File: config.mk
export PLATFORM = sky130hd
export DESIGN_NAME = wwm_turn_sm_flat
export DESIGN_NICKNAME = d
export VERILOG_FILES = /design/src/rtl/wwm_turn_if.sv /design/src/rtl/wwm_turn_sm.sv /design/src/flat_wrapper.sv
export SDC_FILE = /design/constraint.sdc
export NUM_CORES = 1
export LEC_CHECK = 0
export ABC_AREA = 1
export CORE_MARGIN = 3
export CORE_UTILIZATION = 30
export CTS_CLUSTER_SIZE = 16
export DETAILED_ROUTE_END_ITERATION = 16
export GPL_ROUTABILITY_DRIVEN = 0
export PLACE_DENSITY = 0.57
export RECOVER_POWER = 100
export SYNTH_ARGS = -nofsm -noshare
export SYNTH_HDL_FRONTEND = slang
export SYNTH_SLANG_ARGS = --single-unit
File: constraint.sdc
create_clock -name clk -period 2.8 [get_ports clk]
set_input_delay 0.28 -clock clk [delete_from_list [all_inputs] [get_ports clk]]
set_output_delay 0.28 -clock clk [all_outputs]
set_load 0.1 [all_outputs]
File: src/rtl/wwm_turn_if.sv
// Handshake and display bundle between the input/debounce logic, the turn controller and the VGA renderer.
interface wwm_turn_if #(
  parameter int NUM_PLAYERS = 2,
  parameter int COORD_W     = 10,
  parameter int V_W         = 4,
  parameter int SCORE_W     = 4,
  parameter int T_W         = 8
);
  localparam int PW = $clog2(NUM_PLAYERS);

  logic                           Start;
  logic                           Ack;
  logic                           Fire;
  logic                           frame_tick;
  logic [V_W-1:0]                 vX;
  logic [V_W-1:0]                 vY;
  logic                           q_I;
  logic                           q_Shoot;
  logic                           q_Animate;
  logic                           q_Done;
  logic [PW-1:0]                  player;
  logic [COORD_W-1:0]             proj_x;
  logic [COORD_W-1:0]             proj_y;
  logic [T_W-1:0]                 t_air;
  logic [NUM_PLAYERS*SCORE_W-1:0] scores;
  logic [PW-1:0]                  winner;
  logic                           hit;
  logic                           miss;

  modport master (
    output Start, Ack, Fire, frame_tick, vX, vY,
    input  q_I, q_Shoot, q_Animate, q_Done, player, proj_x, proj_y,
           t_air, scores, winner, hit, miss
  );

  modport slave (
    input  Start, Ack, Fire, frame_tick, vX, vY,
    output q_I, q_Shoot, q_Animate, q_Done, player, proj_x, proj_y,
           t_air, scores, winner, hit, miss
  );
endinterface

File: src/rtl/wwm_turn_sm.sv
// World War Math turn controller: per-frame projectile integration, hit/miss
// resolution, turn rotation, scoring and winner detection.
module wwm_turn_sm #(
  parameter int NUM_PLAYERS = 2,
  parameter int COORD_W     = 10,
  parameter int V_W         = 4,
  parameter int SCORE_W     = 4,
  parameter int T_W         = 8,
  parameter int T_MAX       = 255,
  parameter int WIN_SCORE   = 3,
  parameter int GRAVITY     = 1,
  parameter int X_INIT_L    = 200,
  parameter int X_INIT_R    = 735,
  parameter int Y_INIT      = 470,
  parameter int X_MIN       = 160,
  parameter int X_MAX       = 775,
  parameter int Y_MIN       = 50,
  parameter int Y_MAX       = 475,
  parameter int TR_XLO      = 650,
  parameter int TR_XHI      = 675,
  parameter int TL_XLO      = 260,
  parameter int TL_XHI      = 285,
  parameter int T_YLO       = 460,
  parameter int T_YHI       = 475
) (
  input logic       clk,
  input logic       Reset_n,
  wwm_turn_if.slave bus
);
  localparam int PW  = $clog2(NUM_PLAYERS);
  localparam int CW  = COORD_W + 2;
  localparam int VYW = V_W + T_W + 1;

  typedef enum logic [1:0] {S_I, S_SHOOT, S_ANIM, S_DONE} state_t;
  typedef logic signed [CW-1:0] crd_t;

  localparam crd_t XMIN_S = crd_t'(X_MIN);
  localparam crd_t XMAX_S = crd_t'(X_MAX);
  localparam crd_t YMIN_S = crd_t'(Y_MIN);
  localparam crd_t YMAX_S = crd_t'(Y_MAX);
  localparam crd_t TYLO_S = crd_t'(T_YLO);
  localparam crd_t TYHI_S = crd_t'(T_YHI);

  state_t                            state_q, state_d;
  logic [PW-1:0]                     player_q, player_d, winner_q, winner_d;
  logic [COORD_W-1:0]                x_q, x_d, y_q, y_d;
  logic [T_W-1:0]                    t_q, t_d;
  logic [V_W-1:0]                    vx_q, vx_d;
  logic signed [VYW-1:0]             vy_q, vy_d;
  logic [NUM_PLAYERS-1:0][SCORE_W-1:0] scores_q, scores_d;
  logic                              hit_q, hit_d, miss_q, miss_d;

  crd_t               nx, ny, tlo, thi;
  logic [T_W-1:0]     t_inc;
  logic [SCORE_W-1:0] sc_cur, sc_new;
  logic [PW-1:0]      p_nxt;
  logic [COORD_W-1:0] lx;
  logic               in_tgt, oob;

  // Datapath shared by all states; only consumed on an ANIMATE frame tick.
  always_comb begin
    nx     = player_q[0] ? $signed({2'b00, x_q}) - crd_t'(vx_q)
                         : $signed({2'b00, x_q}) + crd_t'(vx_q);
    ny     = $signed({2'b00, y_q}) - crd_t'(vy_q);
    tlo    = player_q[0] ? crd_t'(TL_XLO) : crd_t'(TR_XLO);
    thi    = player_q[0] ? crd_t'(TL_XHI) : crd_t'(TR_XHI);
    t_inc  = t_q + T_W'(1);
    sc_cur = scores_q[player_q];
    sc_new = (sc_cur == '1) ? sc_cur : sc_cur + SCORE_W'(1);
    p_nxt  = (player_q == PW'(NUM_PLAYERS - 1)) ? '0 : player_q + PW'(1);
    lx     = player_q[0] ? COORD_W'(X_INIT_R) : COORD_W'(X_INIT_L);
    in_tgt = (nx >= tlo) && (nx <= thi) && (ny >= TYLO_S) && (ny <= TYHI_S);
    oob    = (nx <= XMIN_S) || (nx >= XMAX_S) || (ny < YMIN_S) || (ny > YMAX_S) ||
             (nx < 0) || (ny < 0) || (t_inc == T_W'(T_MAX));
  end

  always_comb begin
    state_d  = state_q;
    player_d = player_q;
    winner_d = winner_q;
    x_d      = x_q;
    y_d      = y_q;
    t_d      = t_q;
    vx_d     = vx_q;
    vy_d     = vy_q;
    scores_d = scores_q;
    hit_d    = 1'b0;
    miss_d   = 1'b0;
    case (state_q)
      S_I: if (bus.Start) begin
        state_d  = S_SHOOT;
        scores_d = '0;
        player_d = '0;
      end
      S_SHOOT: begin
        x_d = lx;
        y_d = COORD_W'(Y_INIT);
        t_d = '0;
        if (bus.Fire) begin
          state_d = S_ANIM;
          vx_d    = bus.vX;
          vy_d    = $signed({{(VYW-V_W){1'b0}}, bus.vY});
        end
      end
      S_ANIM: if (bus.frame_tick) begin
        x_d  = nx[COORD_W-1:0];
        y_d  = ny[COORD_W-1:0];
        vy_d = vy_q - $signed(VYW'(GRAVITY));
        t_d  = t_inc;
        // Hit wins over miss when the landing point is both on target and at a bound.
        if (in_tgt) begin
          hit_d              = 1'b1;
          scores_d[player_q] = sc_new;
          if (sc_new == SCORE_W'(WIN_SCORE)) begin
            state_d  = S_DONE;
            winner_d = player_q;
          end else begin
            state_d  = S_SHOOT;
            player_d = p_nxt;
          end
        end else if (oob) begin
          miss_d   = 1'b1;
          state_d  = S_SHOOT;
          player_d = p_nxt;
        end
      end
      S_DONE: if (bus.Ack) state_d = S_I;
      default: state_d = S_I;
    endcase
  end

  always_ff @(posedge clk or negedge Reset_n) begin
    if (!Reset_n) begin
      state_q  <= S_I;
      player_q <= '0;
      winner_q <= '0;
      x_q      <= COORD_W'(X_INIT_L);
      y_q      <= COORD_W'(Y_INIT);
      t_q      <= '0;
      vx_q     <= '0;
      vy_q     <= '0;
      scores_q <= '0;
      hit_q    <= 1'b0;
      miss_q   <= 1'b0;
    end else begin
      state_q  <= state_d;
      player_q <= player_d;
      winner_q <= winner_d;
      x_q      <= x_d;
      y_q      <= y_d;
      t_q      <= t_d;
      vx_q     <= vx_d;
      vy_q     <= vy_d;
      scores_q <= scores_d;
      hit_q    <= hit_d;
      miss_q   <= miss_d;
    end
  end

  assign bus.q_I       = (state_q == S_I);
  assign bus.q_Shoot   = (state_q == S_SHOOT);
  assign bus.q_Animate = (state_q == S_ANIM);
  assign bus.q_Done    = (state_q == S_DONE);
  assign bus.player    = player_q;
  assign bus.winner    = winner_q;
  assign bus.proj_x    = x_q;
  assign bus.proj_y    = y_q;
  assign bus.t_air     = t_q;
  assign bus.scores    = scores_q;
  assign bus.hit       = hit_q;
  assign bus.miss      = miss_q;
endmodule

File: src/flat_wrapper.sv
// flat-port wrapper written by rule: the top's interface ports become plain ports
module wwm_turn_sm_flat 
#(
  parameter int NUM_PLAYERS = 2,
  parameter int COORD_W     = 10,
  parameter int V_W         = 4,
  parameter int SCORE_W     = 4,
  parameter int T_W         = 8,
  parameter int T_MAX       = 255,
  parameter int WIN_SCORE   = 3,
  parameter int GRAVITY     = 1,
  parameter int X_INIT_L    = 200,
  parameter int X_INIT_R    = 735,
  parameter int Y_INIT      = 470,
  parameter int X_MIN       = 160,
  parameter int X_MAX       = 775,
  parameter int Y_MIN       = 50,
  parameter int Y_MAX       = 475,
  parameter int TR_XLO      = 650,
  parameter int TR_XHI      = 675,
  parameter int TL_XLO      = 260,
  parameter int TL_XHI      = 285,
  parameter int T_YLO       = 460,
  parameter int T_YHI       = 475
)
  (clk, Reset_n, bus_Start, bus_Ack, bus_Fire, bus_frame_tick, bus_vX, bus_vY, bus_q_I, bus_q_Shoot, bus_q_Animate, bus_q_Done, bus_player, bus_proj_x, bus_proj_y, bus_t_air, bus_scores, bus_winner, bus_hit, bus_miss);
  wwm_turn_if #(.NUM_PLAYERS(NUM_PLAYERS), .COORD_W(COORD_W), .V_W(V_W), .SCORE_W(SCORE_W), .T_W(T_W)) bus_i ();
  input logic clk;
  input logic Reset_n;
  input wire logic [$bits(bus_i.Start)-1:0] bus_Start;
  input wire logic [$bits(bus_i.Ack)-1:0] bus_Ack;
  input wire logic [$bits(bus_i.Fire)-1:0] bus_Fire;
  input wire logic [$bits(bus_i.frame_tick)-1:0] bus_frame_tick;
  input wire logic [$bits(bus_i.vX)-1:0] bus_vX;
  input wire logic [$bits(bus_i.vY)-1:0] bus_vY;
  output wire logic [$bits(bus_i.q_I)-1:0] bus_q_I;
  output wire logic [$bits(bus_i.q_Shoot)-1:0] bus_q_Shoot;
  output wire logic [$bits(bus_i.q_Animate)-1:0] bus_q_Animate;
  output wire logic [$bits(bus_i.q_Done)-1:0] bus_q_Done;
  output wire logic [$bits(bus_i.player)-1:0] bus_player;
  output wire logic [$bits(bus_i.proj_x)-1:0] bus_proj_x;
  output wire logic [$bits(bus_i.proj_y)-1:0] bus_proj_y;
  output wire logic [$bits(bus_i.t_air)-1:0] bus_t_air;
  output wire logic [$bits(bus_i.scores)-1:0] bus_scores;
  output wire logic [$bits(bus_i.winner)-1:0] bus_winner;
  output wire logic [$bits(bus_i.hit)-1:0] bus_hit;
  output wire logic [$bits(bus_i.miss)-1:0] bus_miss;
  assign bus_i.Start = bus_Start;
  assign bus_i.Ack = bus_Ack;
  assign bus_i.Fire = bus_Fire;
  assign bus_i.frame_tick = bus_frame_tick;
  assign bus_i.vX = bus_vX;
  assign bus_i.vY = bus_vY;
  assign bus_q_I = bus_i.q_I;
  assign bus_q_Shoot = bus_i.q_Shoot;
  assign bus_q_Animate = bus_i.q_Animate;
  assign bus_q_Done = bus_i.q_Done;
  assign bus_player = bus_i.player;
  assign bus_proj_x = bus_i.proj_x;
  assign bus_proj_y = bus_i.proj_y;
  assign bus_t_air = bus_i.t_air;
  assign bus_scores = bus_i.scores;
  assign bus_winner = bus_i.winner;
  assign bus_hit = bus_i.hit;
  assign bus_miss = bus_i.miss;
  wwm_turn_sm #(.NUM_PLAYERS(NUM_PLAYERS), .COORD_W(COORD_W), .V_W(V_W), .SCORE_W(SCORE_W), .T_W(T_W), .T_MAX(T_MAX), .WIN_SCORE(WIN_SCORE), .GRAVITY(GRAVITY), .X_INIT_L(X_INIT_L), .X_INIT_R(X_INIT_R), .Y_INIT(Y_INIT), .X_MIN(X_MIN), .X_MAX(X_MAX), .Y_MIN(Y_MIN), .Y_MAX(Y_MAX), .TR_XLO(TR_XLO), .TR_XHI(TR_XHI), .TL_XLO(TL_XLO), .TL_XHI(TL_XHI), .T_YLO(T_YLO), .T_YHI(T_YHI)) u_core (.clk(clk), .Reset_n(Reset_n), .bus(bus_i));
endmodule
## Yosys cells after proc, flatten, opt, wreduce, memory -nomap -nowiden

Cells that the tools add are included.

| operators by class | value |
|---|---|
| add/subtract/negate cells | 7 |
| $lt $le $gt $ge | 12 |
| equality and inequality tests | 13 |
| muxes and demuxes | 45 |
| reductions and logical operators | 20 |

Operator list:

| operator | count |
|---|---|
| two-way mux 10 bit | 5 |
| case mux 10 bit (2 select lines) | 2 |
| two-way mux 8 bit | 4 |
| case mux 8 bit (2 select lines) | 2 |
| two-way mux 13 bit | 2 |
| case mux 13 bit (2 select lines) | 1 |
| < comparator 12 x 1 -> 1 bit, second input constant | 2 |
| two-way mux 4 bit | 4 |
| two-way mux 2 bit | 7 |
| two-way mux 1 bit | 13 |
| subtractor 13 x 2 -> 13 bit, second input constant | 1 |
| >= comparator 12 x 10 -> 1 bit, second input constant | 1 |
| >= comparator 12 x 11 -> 1 bit | 1 |
| >= comparator 12 x 11 -> 1 bit, second input constant | 1 |
| > comparator 12 x 10 -> 1 bit, second input constant | 1 |
| <= comparator 12 x 10 -> 1 bit, second input constant | 1 |
| <= comparator 12 x 11 -> 1 bit | 1 |
| <= comparator 12 x 9 -> 1 bit, second input constant | 1 |
| < comparator 12 x 7 -> 1 bit, second input constant | 1 |
| two-way mux 12 bit | 1 |
| subtractor 11 x 12 -> 12 bit | 1 |
| adder 10 x 4 -> 11 bit | 1 |
| subtractor 10 x 4 -> 11 bit | 1 |
| AND reduction 5 bit | 2 |
| other kinds (25) | 40 |

| storage, ports and cells | value |
|---|---|
| register bits | 59 |
| output and inout bits | 44 |

## Depth between registers and ports, before layout

Gate-level depths: netlist of run 1.

| depth | value |
|---|---|
| word-level depth | 13 |
| gate-level depth with buffers | 30 |
| depth with buffers taken out | 29 |

## Least setup slack after synthesis of run 1

OpenSTA, ideal clock, no wires.

| timing path | value |
|---|---|
| path type | register to register |
| start | register u_core.x_q[0] (netlist: u_core.bus.proj_x[0]) |
| end | register u_core.scores_q (netlist bit u_core.bus.scores[4]) |
| setup time | 0.122 ns |
| arrival time | 3.519 ns |
| required time | 2.678 ns |
| slack | -0.841 ns |
| cell stages (with the launch flop) | 25 |
| buffers on the path | 0 |
| path through | dfrtp_1 ha_1 fa_1 or2_2 nand2_1 inv_1 ha_1 nand2_1 nand2_1 nand3_1 nand3_1 nand2_1 nand2_1 nand2_1 nand2_1 nand2_1 nand3_2 nor2_4 nand2_2 nand2_2 nand2_4 clkinv_4 nand2_4 nand2_1 nand2_1 |

| on the way | value |
|---|---|
| cells in the longest elaborated chain, start to end | 8 |
| elaborated cells on any way between the ends | 10 |
| classes of those cells | add/sub: 2; order compare: 2; eq/ne: 1; mux: 1; reduce/logical: 4 |

RTL lines:

| element | RTL line | RTL |
|---|---|---|
| from (decl) | wwm_turn_sm.sv:46 | `logic [COORD_W-1:0] x_q, x_d, y_q, y_d;` |
| from (signal assigned) | wwm_turn_sm.sv:137 | `x_q <= COORD_W'(X_INIT_L);` |
| adder 10 x 4 -> 11 bit or subtractor 10 x 4 -> 11 bit (tied branches) | wwm_turn_sm.sv:63, wwm_turn_sm.sv:62 |  |
| two-way mux 12 bit * | wwm_turn_sm.sv:62 | `nx = player_q[0] ? $signed({2'b00, x_q}) - crd_t'(vx_q)` |
| >= comparator 12 x 11 -> 1 bit or <= comparator 12 x 11 -> 1 bit (tied branches) | wwm_turn_sm.sv:72 | `in_tgt = (nx >= tlo) && (nx <= thi) && (ny >= TYLO_S) && (ny <= TYHI_S);` |
| logical AND 1 bit * (3 in a row) | wwm_turn_sm.sv:72 |  |
| inequality test 2 x 1 -> 1 bit (no line) * | - |  |
| AND reduction 4 bit (no line) * | - |  |
| to (signal assigned) | wwm_turn_sm.sv:154 | `scores_q <= scores_d;` |
| to (decl) | wwm_turn_sm.sv:50 | `logic [NUM_PLAYERS-1:0][SCORE_W-1:0] scores_q, scores_d;` |

Every way passes the cells marked *; elsewhere a longest branch is shown, timed or not.
A chain may end at the register's enable or synchronous reset.

## Worst setup path after layout of run 1

| timing path | value |
|---|---|
| start | register u_core.x_q[1] (netlist: u_core.bus.proj_x[1]) |
| end | register u_core.scores_q (netlist bit u_core.bus.scores[2]) |

The elaborated chain is that of the path after synthesis.

==> results of run 1 <==
metrics by stage:
step | cell area [um2] | cells | setup TNS (ns)
finish | 6490 | 1064 | -2.82
global placement | 6140 | 1042 | -3.39
global route | 6490 | 1064 | -5.87
detailed placement | 6140 | 1042 | -3.62
floorplan | 4890 | 707 | -3.30
CTS | 6510 | 1061 | -2.95
final cells by class:
cell class                 instances  area [um2]  area share [%]
inverter                         119         462            7.11
multi-input combinational        519        3020            46.5
timing repair buffer             141         938            14.5
clock buffer                      11         243            3.74
tap                              211         264            4.07
sequential                        58        1490            22.9
clock inverter                     5        77.6            1.19
repair_timing:
item / CTS / global route
pin swaps: 12 / 24
gates resized for setup: 6 / 36
setup endpoints to repair: 14 / 14
buffers inserted: 3 / 3
worst min path at each step:
stage                                 to  slack (ns)  cells past startpoint
floorplan                 u_core.bus.hit       -0.02                      0
finish              u_core.bus.proj_x[5]        0.41                      2
detailed placement        u_core.vy_q[9]        0.46                      1
global route              u_core.vy_q[9]        0.50                      1
global placement          u_core.vy_q[9]        0.45                      1
CTS                 u_core.bus.proj_x[5]        0.14                      2
layout by cell type (no fill, tap or decap), types with 8 or more instances in the layout:
master,count
clkdlybuf4s50_1,12
inv_1,102
o21ai_0,20
o22ai_1,15
nand2_1,185
nor2_2,8
dfrtp_1,41
buf_4,77
clkbuf_1,46
a21oi_1,24
nand4_1,14
xor2_1,8
clkbuf_16,9
ha_1,21
nor3_1,14
inv_2,8
nor2_1,57
nand3_2,8
nand3_1,58
nand2_2,26
ha_4,8
flip-flops by register name (all words and copies together) (netlist names):
signal,cells
u_core.bus.winner,1
u_core.state_q,2
u_core.bus.scores,8
u_core.bus.player,1
u_core.bus.miss,1
u_core.bus.t_air,8
u_core.bus.proj_y,10
u_core.vy_q,12
u_core.bus.hit,1
u_core.vx_q,4
u_core.bus.proj_x,10
per-layer routing:
| layer | up-vias | share of wire [%] |
|---|---|---|
| li1 | 2548 | - |
| met4 | 0 | 2.2 |
| met2 | 62 | 46 |
| met3 | 19 | 3.5 |
| met1 | 2219 | 48 |
| met5 | - | 0 |
logic make-up (layout without fill, tap and decap cells):
family / Yosys count / in the layout / synth area share, %
DFF: 58 / 58 / 30.8
and+or+nand+nor: 390 / 390 / 36.2
AOI/OAI and AO/OA: 82 / 82 / 10.3
buffers and inverters: 130 / 276 / 10.7
muxes: 1 / 1 / 0.237
adders and majority gates: 34 / 34 / 9.43
xor gates and xnor gates: 12 / 12 / 2.37
worst reg2reg max path, stage by stage (launching register included):
cell      delay [ns]
dfrtp_4         0.50
buf_6           0.13
fa_1            0.48
or2_4           0.26
nand2_2         0.07
inv_2           0.05
ha_4            0.21
nand2_2         0.06
nand2_1         0.05
nand3_1         0.07
nand3_1         0.06
nand2_1         0.07
nand2_1         0.05
nand2_1         0.05
nand2_1         0.05
nand2_1         0.08
nand3_2         0.09
nor2_4          0.13
nand2_2         0.08
nand2_2         0.08
nand2_4         0.07
clkinv_4        0.09
nand2_4         0.07
nand2_2         0.06
nand2_1         0.04
==> metrics.txt, run 1 <==
final wirelength=14500 um; clock latency on the worst-skew pair=0.34 ns; Most used DFF post-synth=dfrtp_1; utilization after layout=42.2%; H-tree level count=3; worst slew pin tran=1.52 ns; Initial Utilization=30.9%; grt ovf=0; DIE WIDTH=132 um; Final Net Count=896; Setup-failing EPs final=14; io pins=58; nature of the critical path endpoint=flip-flop; Startpoint Class=flip-flop; Stages on worst setup path=24; most used cell, CP=nand2_1; Hold WS=0.408 ns; commonest cells in the netlist=nand2_1, inv_1, nor2_1; slowest CP cell=dfrtp_4; Via Count=4848; number of synthesized flops with an enable pin=0; CP required=3.03 ns; Sink Count=58; maxcap violations=1; # diodes=0; synthesized net count=755; Hold Fails Final Rpt=0; Fillers=1629; antenna-violating nets left=0; Root Driver=clkbuf_16; top-count cell post-synth=nand2_1; Worst-path clk slew=0.06 ns; final worst path period need=3.05 ns; yosys warns=0; first-pass GRT wire length=24000 um; worst stage delay on the critical path=0.50 ns; hold_buf cts=0; Slew Viols, Final=59; share of the synthesized area in the top cell type=25.8%; start point of the critical path=u_core.bus.proj_x[1]; post-DP HPWL=11200 um; status=finished with violations; WL/cell=13.6 um; Mapped Cells=707; dpl ws=-0.308 ns; met1 usage=22.3%; I/O Buffers=57; initial drt markers=231; Top Family by Delay on Critical Path=simple AND/OR/NAND/NOR gates; Setup WS post-layout=-0.254 ns; Crit Path Max Fanout=6; async set-reset flop share out of synthesis=100%; CTS Buffer Depth=2; Area contributors post-synth=dfrtp_1, nand2_1, inv_1; WS Path Type=flip-flop to flip-flop; vias per inst=4.56; failing checks=capacitance limit, slew limit, setup timing; P&R area growth vs syn=36.6%; Clock Skew=0.00737 ns; reg-to-reg endpoint=u_core.bus.scores[2]; Mapped Area=0.00475 mm2; max frequency=327 MHz; R2R depth=24; initial antenna violation count=0; met2 Use GR=27.9%; layout cells sized above 1=23.8%; CP cell instances=buf_6, fa_1, or2_4, nand2_2, inv_2, ha_4, nand2_2, nand2_1, nand3_1, nand3_1, nand2_1, nand2_1, nand2_1, nand2_1, nand2_1, nand3_2, nor2_4, nand2_2, nand2_2, nand2_4, clkinv_4, nand2_4, nand2_2, nand2_1; CP Data Arrival Time=3.28 ns; Yosys reg bits=58; pin count of the biggest net entering global routing=59; Synth cell types=44; die area=0.0174 mm2; met3 Use GR=3.47%; r2r startpoint=u_core.bus.proj_x[1]; sequential share of the synthesized area=30.8%; first-pass iteration count of the detailed router=4; core area=0.0154 mm2; gr usage total=17.0%; number of cell rows=45; Yosys top cell by area=dfrtp_1; RSZ-0062 raised after global routing=true; ratio of final minimum period to clock period=109%; Mean Syn Cell Area=6.72 um2; Die Y=132 um; Worst slew margin=-1.16%; reg-to-reg slack, setup=-0.25 ns; total CTS buffers=9; Min-Delay Path Class=input port to asynchronous set/reset pin; sum of buffers and inverters on the critical path=3; drt drc=0; busiest grt layer=met2; vias in the first global route=4887; CTS tree=yes; worst setup path end=u_core.bus.scores[2]
Power of run 1 is left out: the tool's default activity adds up to more than one toggle a clock period on the data nets, which glitch-free logic cannot reach.
==> run 2: changes to the inputs <==
--- a/config.mk
+++ b/config.mk
@@ -6,12 +6,14 @@
 export NUM_CORES = 1
 export LEC_CHECK = 0
 export ABC_AREA = 1
+export ABC_CLOCK_PERIOD_IN_PS = 2800
 export CORE_MARGIN = 3
 export CORE_UTILIZATION = 30
 export CTS_CLUSTER_SIZE = 16
 export DETAILED_ROUTE_END_ITERATION = 16
+export DONT_BUFFER_PORTS = 1
 export GPL_ROUTABILITY_DRIVEN = 0
-export PLACE_DENSITY = 0.57
+export PLACE_DENSITY = 0.52
 export RECOVER_POWER = 100
 export SYNTH_ARGS = -nofsm -noshare
 export SYNTH_HDL_FRONTEND = slang
==> metrics.txt, run 2 (synthesis gave the netlist of run 1 again) <==
status=finished with violations; failing checks=capacitance limit, slew limit, setup timing; WHS Path Cells=1; Crit Path Max Fanout=5; die area=0.0174 mm2; WL/cell=14.0 um; first-pass GRT wire length=24200 um; Slew Viols, Final=59; drt drc=0; pin count of the biggest net entering global routing=59; Setup-failing EPs final=14; CP required=3.03 ns; maxcap violations=1; met1 usage=24.0%; DIE WIDTH=132 um; sum of buffers and inverters on the critical path=2; P&R area growth vs syn=37.6%; first-pass iteration count of the detailed router=5; post-DP HPWL=11400 um; reg-to-reg endpoint=u_core.bus.player; number of cell rows=45; Root Driver=clkbuf_16; Worst-path clk slew=0.05 ns; vias in the first global route=4649; RSZ-0062 raised after global routing=true; Initial Utilization=30.9%; Startpoint Class=flip-flop; worst stage delay on the critical path=0.63 ns; CP Data Arrival Time=3.35 ns; vias per inst=4.61; I/O Buffers=0; max reg flops=12; antenna-violating nets left=0; Hold Fails Final Rpt=0; layout cells sized above 1=29.3%; slowest CP cell=dfstp_4; met2 Use GR=27.0%; Setup TNS Final=-3.82 ns; CTS tree=yes; Final Net Count=880; clock latency on the worst-skew pair=0.34 ns; Sink Count=58; CTS Buffer Depth=2; most used cell, CP=nand2_1; nature of the critical path endpoint=flip-flop; Hold Crit Start=bus_vX[0]; initial antenna violation count=0; R2R depth=22; reg-to-reg slack, setup=-0.33 ns; gr usage total=17.3%; core area=0.0154 mm2; final worst path period need=3.13 ns; H-tree level count=3; Top Family by Delay on Critical Path=simple AND/OR/NAND/NOR gates; initial drt markers=250; Via Count=4828; grt ovf=0; # diodes=0; leading cell type in the layout, fill and taps excluded=nand2_1; ratio of final minimum period to clock period=112%; Die Y=132 um; busiest grt layer=met2; final wirelength=14700 um; io pins=58; largest register by flop count=u_core.vy_q; hold endpoint=u_core.vx_q[0]; CP cell instances=ha_4, inv_4, nor2_2, a21oi_2, nand4_1, nand2_1, nand2_1, nand2_2, ha_4, nand4_1, nand2_1, nor2_2, nor2_1, nor2_2, nand3_2, nor2_4, nand2_4, buf_4, nand2_4, nand2_1, o21bai_1, nand2_1; worst slew pin tran=1.54 ns; Setup WS post-layout=-0.327 ns; met3 Use GR=3.66%; max frequency=320 MHz; r2r startpoint=u_core.bus.proj_x[3]; Fillers=1590; total CTS buffers=9; commonest cells after routing, fill and taps aside=nand2_1, buf_4, inv_1; Min-Delay Path Class=input port to flip-flop; dpl ws=-0.282 ns; WS Path Type=flip-flop to flip-flop; Clock Skew=0.00315 ns; Worst slew margin=-2.76%
## run 2: cell type report
type	instances	area, um2	area share (%)
multi-input cells	519	3070	46.9
flip-flops and latches	58	1490	22.7
repair buffers	125	938	14.4
inverters	119	462	7.06
well taps	211	264	4.04
clock buffers	13	260	3.98
clock inverters	2	60.1	0.918
## run 2: through the flow
step / hold slack [ns] / cells / area, um2 / utilization, %
floorplan: -0.0156 / 707 / 4890 / -
global placement: -0.0125 / 1024 / 5960 / 38.8
detailed placement: -0.0121 / 1024 / 5960 / 38.8
CTS: 0.0788 / 1043 / 6350 / 41.3
global route: 0.0802 / 1047 / 6540 / 42.5
finish: 0.0903 / 1047 / 6540 / 42.5
## run 2: worst max-delay path by stage
stage,start,to,slack (ns),cells after the start
2_1_floorplan,u_core.bus.proj_x[2],u_core.bus.scores[4],-0.31,28
3_3_place_gp,u_core.bus.proj_x[1],u_core.bus.scores[3],-0.26,26
3_5_place_dp,u_core.bus.proj_x[1],u_core.bus.scores[4],-0.28,26
4_1_cts,u_core.bus.proj_x[0],u_core.bus.scores[1],-0.26,24
5_1_grt,u_core.bus.proj_x[3],u_core.bus.scores[0],-0.53,23
6_report,u_core.bus.proj_x[3],u_core.bus.player,-0.33,22
## run 2: layer usage
metal	wire (um)	share of wire [%]
met5	0	0
met1	7270	49
met3	628	4.3
met4	235	1.6
met2	6560	45
## run 2: worst reg2reg max path: cells and delay by family, from the launching register on
kind / cells / cell delay (ns)
AO/OA/AOI/OAI: 2 / 0.35
adder cells (fa/ha/maj): 2 / 0.43
buffers and inverters: 2 / 0.21
flip-flops: 1 / 0.63
AND/OR/NAND/NOR: 16 / 1.38
## run 2: what timing repair did
action / 4_1_cts / 5_1_grt
gates resized for setup: 3 / 43
setup buffers: 2 / 5
hold buffers: 2 / 0
pin swaps: 2 / 28
endpoints found under the setup margin: 14 / 14
hold endpoints to repair: 58 / 0
Power of run 2 is left out for the same reason.
